==> config.mk <==
export PLATFORM = sky130hd
export DESIGN_NAME = gpu_miss_responder
export DESIGN_NICKNAME = d
export VERILOG_FILES = /design/src/rtl/gpu_cache_pkg.sv /design/src/rtl/gpu_req_fifo.sv /design/src/rtl/gpu_miss_responder.sv
export SDC_FILE = /design/constraint.sdc
export NUM_CORES = 1
export LEC_CHECK = 0
export CORE_MARGIN = 10
export CORE_UTILIZATION = 54
export DETAILED_ROUTE_END_ITERATION = 10
export PLACE_DENSITY = 0.93
export SLEW_MARGIN = 20
export SYNTH_ARGS = -nofsm -noshare
export SYNTH_HDL_FRONTEND = slang
export SYNTH_SLANG_ARGS = --single-unit
==> constraint.sdc <==
create_clock -name clk -period 5.96 [get_ports clk]
set_clock_uncertainty 0.05 [all_clocks]
set_input_delay 1.192 -clock clk [delete_from_list [all_inputs] [get_ports clk]]
set_output_delay 1.192 -clock clk [all_outputs]
set_load 0.005 [all_outputs]
==> src/rtl/gpu_cache_pkg.sv <==
// gpu_cache_pkg: shared widths, FSM state encodings and beat-address helper for the L1 miss responder
package gpu_cache_pkg;
  localparam int ADDR_W = 13;
  localparam int LINE_W = 256;
  localparam int BEAT_W = 32;
  localparam int BEATS  = LINE_W / BEAT_W;
  localparam int BIDX_W = $clog2(BEATS);
  typedef logic [1:0] state_t;
  localparam state_t S_IDLE = 2'd0;
  localparam state_t S_REQ  = 2'd1;
  localparam state_t S_WAIT = 2'd2;
  localparam state_t S_FILL = 2'd3;
  typedef logic [ADDR_W+BIDX_W-1:0] beat_addr_t;
  function automatic beat_addr_t beat_addr(logic [ADDR_W-1:0] line_addr, logic [BIDX_W-1:0] idx);
    return {line_addr, idx};
  endfunction
endpackage

==> src/rtl/gpu_req_fifo.sv <==
// gpu_req_fifo: circular request FIFO; entry-valid/data vectors are exported only when GPU_MISS_MERGE_EN is defined
module gpu_req_fifo #(
  parameter int DEPTH = 4,
  parameter int W = 13
) (
  input  logic                     clk,
  input  logic                     rst_n,
  input  logic                     push,
  input  logic                     pop,
  input  logic [W-1:0]             din,
  output logic [W-1:0]             dout,
  output logic                     empty,
  output logic [$clog2(DEPTH):0]   count
`ifdef GPU_MISS_MERGE_EN
  ,
  output logic [DEPTH-1:0]         ent_valid,
  output logic [DEPTH-1:0][W-1:0]  ent_data
`endif
);
  localparam int PW = $clog2(DEPTH);
  localparam int CW = PW + 1;
  logic [DEPTH-1:0][W-1:0] mem;
  logic [PW-1:0] rd_ptr, wr_ptr;
  assign dout  = mem[rd_ptr];
  assign empty = count == '0;
`ifdef GPU_MISS_MERGE_EN
  assign ent_data = mem;
  // An entry is live when its distance from the read pointer is below the occupancy
  always_comb begin
    ent_valid = '0;
    for (int i = 0; i < DEPTH; i++) ent_valid[i] = CW'(PW'(PW'(i) - rd_ptr)) < count;
  end
`endif
  // Pointer, storage and occupancy update; caller guarantees no push when full or pop when empty
  always_ff @(posedge clk or negedge rst_n) begin
    if (!rst_n) begin
      mem <= '0;
      rd_ptr <= '0;
      wr_ptr <= '0;
      count <= '0;
    end else begin
      if (push) begin
        mem[wr_ptr] <= din;
        wr_ptr <= wr_ptr + 1'b1;
      end
      if (pop) rd_ptr <= rd_ptr + 1'b1;
      count <= count + CW'(push) - CW'(pop);
    end
  end
endmodule

==> src/rtl/gpu_miss_responder.sv <==
// gpu_miss_responder: queues L1 miss lines, fetches eight beats each from memory, returns assembled fills; GPU_MISS_MERGE_EN merges duplicate requests
module gpu_miss_responder
  import gpu_cache_pkg::*;
#(
  parameter int QDEPTH = 4
) (
  input  logic              clk,
  input  logic              rst_n,
  input  logic              req_valid,
  output logic              req_ready,
  input  logic [ADDR_W-1:0] req_addr,
  output logic              mem_rd_valid,
  input  logic              mem_rd_ready,
  output beat_addr_t        mem_rd_addr,
  input  logic              mem_rsp_valid,
  input  logic [BEAT_W-1:0] mem_rsp_data,
  output logic              fill_valid,
  input  logic              fill_ready,
  output logic [ADDR_W-1:0] fill_addr,
  output logic [LINE_W-1:0] fill_data,
  output logic              busy
);
  localparam int CW = $clog2(QDEPTH) + 1;
  state_t state;
  logic [ADDR_W-1:0] cur_addr, head;
  logic [BIDX_W-1:0] beat_idx;
  logic [LINE_W-1:0] line;
  logic [CW-1:0] count, cnt_nxt;
  logic ready_q, empty, push, pop, match, last;
`ifdef GPU_MISS_MERGE_EN
  logic [QDEPTH-1:0] ent_valid;
  logic [QDEPTH-1:0][ADDR_W-1:0] ent_data;
  // A request matching a queued or in-flight line is absorbed by that line's fill
  always_comb begin
    match = state != S_IDLE && cur_addr == req_addr;
    for (int i = 0; i < QDEPTH; i++) match = match | (ent_valid[i] && ent_data[i] == req_addr);
  end
  assign req_ready = ready_q || match;
`else
  assign match = 1'b0;
  assign req_ready = ready_q;
`endif
  assign push = req_valid && req_ready && !match;
  assign pop = state == S_IDLE && !empty;
  assign cnt_nxt = count + CW'(push) - CW'(pop);
  assign last = beat_idx == BIDX_W'(BEATS - 1);
  assign mem_rd_valid = state == S_REQ;
  assign mem_rd_addr = beat_addr(cur_addr, beat_idx);
  assign fill_valid = state == S_FILL;
  assign fill_addr = cur_addr;
  assign fill_data = line;
  assign busy = !empty || state != S_IDLE;
  gpu_req_fifo #(.DEPTH(QDEPTH), .W(ADDR_W)) u_fifo (
    .clk(clk),
    .rst_n(rst_n),
    .push(push),
    .pop(pop),
    .din(req_addr),
    .dout(head),
    .empty(empty),
    .count(count)
`ifdef GPU_MISS_MERGE_EN
    ,
    .ent_valid(ent_valid),
    .ent_data(ent_data)
`endif
  );
  // Line FSM: pop head, request one beat at a time, land it in WAIT, hold the fill until taken
  always_ff @(posedge clk or negedge rst_n) begin
    if (!rst_n) begin
      state <= S_IDLE;
      cur_addr <= '0;
      beat_idx <= '0;
      line <= '0;
      ready_q <= 1'b0;
    end else begin
      ready_q <= cnt_nxt != CW'(QDEPTH);
      if (pop) begin
        cur_addr <= head;
        beat_idx <= '0;
        state <= S_REQ;
      end
      if (state == S_REQ && mem_rd_ready) state <= S_WAIT;
      if (state == S_WAIT && mem_rsp_valid) begin
        line[beat_idx*BEAT_W +: BEAT_W] <= mem_rsp_data;
        beat_idx <= last ? beat_idx : beat_idx + 1'b1;
        state <= last ? S_FILL : S_REQ;
      end
      if (state == S_FILL && fill_ready) state <= S_IDLE;
    end
  end
endmodule

# Word-level counts from Yosys, hierarchy flattened
# Cells that the tools add are included.
[classes]
n_addsub = 6
n_lt_le_gt_ge = 3
eq_ne = 6
shifts = 2
n_mux = 14
n_reduce_logical = 14
[ops]
columns = ["op", "n"]
rows = [
  ["bitwise mux 256 bit", 1],
  ["variable shift 32 x 34 -> 256 bit (first input constant)", 1],
  ["variable part select 32 x 34 -> 256 bit", 1],
  ["bitwise mux 52 bit", 1],
  ["negator 8 -> 34 bit", 1],
  ["binary-select mux 13 bit (select 2 bit)", 1],
  ["demux 13 bit (select 2 bit)", 1],
  ["two-way mux 13 bit", 2],
  ["two-way mux 2 bit", 5],
  ["two-way mux 3 bit", 3],
  ["logical AND 1 bit", 6],
  ["< comparator 2 x 3 -> 1 bit (second input constant)", 2],
  ["adder 2 x 1 -> 2 bit (second input constant)", 2],
  ["== test 2 bit (second input constant)", 2],
  ["nonzero test 2 bit", 2],
  ["nonzero test 4 bit", 1],
  ["adder 3 x 1 -> 3 bit", 1],
  ["adder 3 x 1 -> 3 bit (second input constant)", 1],
  ["== test 3 bit (second input constant)", 1],
  ["logical NOT 3 bit", 1],
  ["!= test 3 bit (second input constant)", 1],
  ["subtractor 3 x 1 -> 3 bit", 1],
  ["== test 2 x 1 -> 1 bit (second input constant)", 1],
  ["greater-or-equal comparator 2 x 1 -> 1 bit (second input constant)", 1],
  ["other kinds (5)", 5],
]
[word_totals]
reg_bits = 334
output_inout_bits = 289

# Logic depth before layout (Yosys ltp)
[depth]
depth_word = 7
depth_mapped = 11
mapped_depth_nobuf = 9

# Modules after synthesis
# A second synthesis with hierarchy kept.
[hier_totals]
cells_unflattened = 975
area_unflattened_um2 = 14179.8
[modules_own_cells]
columns = ["module", "instances", "cells_each", "area_per_inst_um2", "seq_area_each_um2"]
rows = [
  ["gpu_miss_responder", 1, 817, 11538.6, 6881.6],
  ["gpu_req_fifo", 1, 158, 2641.3, 1476.4],
]

# Worst setup path before layout
# No wires, ideal clock.
[synth_path]
path_kind = "reg2reg"
start = "register beat_idx[0]"
end = "register line[10], in the netlist fill_data[10]"
setup_ns = 0.125
arrival_ns = 2.661
path_slack_ns = 3.124
path_stages_with_launch = 11
n_path_buf = 4
synth_period_minus_slack_ns = 2.836
cell_sequence = "dfrtp_1 -> clkbuf_1 -> clkbuf_1 -> inv_1 -> ha_1 -> ha_1 -> buf_4 -> nor4b_1 -> nand3_1 -> buf_6 -> mux2_2"
[synth_via]
elab_chain_cells = 3
word_cells_on_any_way = 4
classes_between = "1 x add/sub; 2 x shift; 1 x mux"
[synth_lines]
columns = ["element", "line", "rtl"]
rows = [
  ["from (decl)", "gpu_miss_responder.sv:26", "logic [BIDX_W-1:0] beat_idx;"],
  ["from (signal assigned)", "gpu_miss_responder.sv:86", "beat_idx <= last ? beat_idx : beat_idx + 1'b1;"],
  ["negator 8 -> 34 bit *", "gpu_miss_responder.sv:85", "line[beat_idx*BEAT_W +: BEAT_W] <= mem_rsp_data;"],
  ["variable part select 32 x 34 -> 256 bit or variable shift 32 x 34 -> 256 bit (tied branches)", "gpu_miss_responder.sv:85", ""],
  ["bitwise mux 256 bit *", "gpu_miss_responder.sv:85", ""],
  ["to (signal, indexed assignment)", "gpu_miss_responder.sv:85", ""],
  ["to (decl)", "gpu_miss_responder.sv:27", "logic [LINE_W-1:0] line;"],
]
# Every way passes the cells marked *; elsewhere a longest branch is shown, timed or not.
# A chain may end at the register's enable or synchronous reset.

# Final worst setup path
[layout_path]
start = "register beat_idx[0]"
end = "register line[64], in the netlist fill_data[64]"
# The elaborated chain is that of the path after synthesis.

==> flow_summary.yaml <==
drt:
  vias: 9291
  wl_per_cell_um: 26.0
  ant_nets: 0
  wl_um: 43200
  drc: 0
  first_iter_violations: 664
  dr.pass1.iters: 4
  viasPerCell: 5.60
synthesis:
  synth_nets: 1039
  synth-seq-cells: 334
  yosysWarnings: 0
  syn-instance-count: 974
  synth_seq_area_share_pct: 57.3
  synth.avg_cell_area_um2: 15.0
  ys_types: 39
  syn_area_um2: 14600
place:
  dp.cells: 1599
  dpl_cell_area_um2: 18000
  routabilityCongestion: 0.827
  portBuffers: 339
  place_hpwl_um: 29600
clocking:
  cts_buffers: 36
  cts.sinks: 334
  cts_hold_buf: 0
  ctsResizeCount: 0
  clkSlewWorstSetupHoldPaths_ps: 60
  clock_path_buffers: 3
  cts_root_buf: "clkbuf_16"
  clk_latency_ps: 510
  post_cts_buffers: 0
  cts_tree: "built"
  cts.htree.levels: 2
cells_and_area:
  areaGrowthSynthToFinish_pct: 31.4
  design_area_um2: 19100
  final_common_cell: "clkdlybuf4s50_1"
  drive_above_1_share_pct: 26.6
  nets: 1361
  finish.utilization_pct: 71.6
  fin_cells: 1660
  fillCellCount: 1656
  multi_input_comb_area_um2: 5590
  register_area_um2: 8360
  final_cell_mix: "clkdlybuf4s50_1 (338), dfrtp_1 (333), mux2_2 (167)"
floorplanning:
  pin_count: 340
  die_y_um: 184
  start_util_pct: 54.5
  design.core.area_um2: 26700
  dieArea_um2: 34000
  fp.dieW_um: 184
  rows: 60
timing:
  min_period_ps: 3790
  fmax_mhz: 264
  setup_tns_ps: 0
  max_slew_margin_pct: 24.2
  fin_hold_ws_ps: 435
  setup_viol: 0
  hold_violations: 0
  rsz0062_at_grt: "false"
  max_slew.worst_pin.slew_ps: 1130
  drv_slew: 0
  fin_crit_sh_pct: 63.5
global_route:
  grt_pass1_wl_um: 65100
  overflow: 0
  track_usage_pct: 25.0
  grt_pass1_vias: 10500
  antenna_found_initial: 2
  grt_max_degree: 131
power:
  ir_drop_mv: 0.302
  leakage_nw: 8.82
  power_density_nw_per_um2: 375
setup_path:
  r2r-end: "fill_data[64]$_DFFE_PN0P_"
  cp-endpoint: "fill_data[64]$_DFFE_PN0P_"
  timing.rr.start: "beat_idx[0]$_DFFE_PN0P_"
  reg2reg_depth: 7
  end_kind: "flop"
  rrSetupSlack_ps: 2170
  critPathLaunch: "beat_idx[0]$_DFFE_PN0P_"
  cp_data_required_time_ps: 6300
  cp.arrival_ps: 4130
  path_max_fanout: 38
  crit_type: "reg -> reg"
  cp-start-kind: "flop"
outcome:
  outcome: "complete, no violations"
flow_run:
  drv_cap: 0
min_path:
  holdCritPathClass: "reg -> reg"
state kept, by name (all words and copies together), names as in the netlist:
signal and flops:
u_fifo.wr_ptr 2, state 2, req_ready 1, u_fifo.count 3, beat_idx 3, fill_addr 13
fill_data 256, u_fifo.rd_ptr 2, u_fifo.mem 52
layer usage:
metal / GRT usage, % / routed length [um] / vias to the layer above
li1: - / - / 3984
met1: 30.0 / 17100 / 4820
met2: 42.3 / 21200 / 395
met3: 6.89 / 3460 / 92
met4: 9.24 / 1500 / 0
met5: 0 / 0 / -
cells in the mapped netlist (all sizes together):
cell type / instances / area share [%]
a21oi: 2 / 0.069
a22o: 2 / 0.12
a22oi: 1 / 0.052
and2: 74 / 3.2
and3: 27 / 1.2
and3b: 2 / 0.12
and4b: 1 / 0.069
and4bb: 1 / 0.086
buf: 51 / 3.1
clkbuf: 16 / 0.41
dfrtp: 334 / 57
fa: 1 / 0.14
ha: 13 / 1.1
inv: 42 / 1.1
mux2: 290 / 25
mux2i: 32 / 2.2
mux4: 13 / 2.0
nand2: 40 / 1.0
nand2b: 2 / 0.086
nand3: 2 / 0.069
nand3b: 2 / 0.19
nor2: 5 / 0.13
nor2b: 4 / 0.17
nor3: 1 / 0.11
nor3b: 2 / 0.14
nor4b: 5 / 0.65
o21ai: 2 / 0.069
o31a: 1 / 0.060
or3: 1 / 0.043
xnor2: 4 / 0.24
xor2: 1 / 0.060
worst min path at each step:
stage / start / end / slack [ps] / cells past startpoint
after detailed placement: fill_data[209]$_DFFE_PN0P_ / fill_data[209]$_DFFE_PN0P_ / 430 / 1
after CTS: fill_data[195]$_DFFE_PN0P_ / fill_data[195]$_DFFE_PN0P_ / 440 / 1
after floorplan: u_fifo.mem[26]$_DFFE_PN0P_ / u_fifo.mem[26]$_DFFE_PN0P_ / 420 / 1
after global placement: fill_data[196]$_DFFE_PN0P_ / fill_data[196]$_DFFE_PN0P_ / 420 / 1
final: fill_data[195]$_DFFE_PN0P_ / fill_data[195]$_DFFE_PN0P_ / 440 / 1
after global routing: fill_data[165]$_DFFE_PN0P_ / fill_data[165]$_DFFE_PN0P_ / 450 / 1
where the power goes:
group          internal, mW  switching, mW
Clock                  1.21          0.881
Sequential             2.69          0.363
Combinational          1.17          0.859
Total                  5.07           2.10
critical path, cell delays in order, from the launching register on:
cell	delay, ps
dfrtp_2	880
inv_1	160
ha_1	240
ha_1	510
o31a_1	260
and3_2	790
buf_4	410
mux2_2	360
kinds of logic (layout without fill, tap and decap cells):
family          Yosys count  in the layout  share of synthesized area [%]
compound gates            8              8                          0.369
xor+xnor                  5              5                          0.300
fa+ha+maj                14             14                           1.25
buf+inv                 109            453                           4.57
flops                   334            334                           57.3
mux                     335            335                           28.9
other cells               0              1                              0
simple gates            169            169                           7.23
area by class of cell:
type,count,share of cell area (%)
Sequential cell,334,43.7
Multi-Input combinational cell,531,29.2
Timing Repair Buffer,351,18.4
Clock buffer,51,5.42
Tap cell,341,2.23
Inverter,42,0.824
Clock inverter,9,0.275
Antenna cell,1,0.0131
per-stage QoR:
step	worst slack [ps]	power [mW]
after detailed placement	2030	5.09
after global routing	2000	7.50
final	2170	7.17
after CTS	2000	7.22
after global placement	2190	4.96
after floorplan	3120	4.13
No activity file was read; power rests on OpenSTA's default activity.
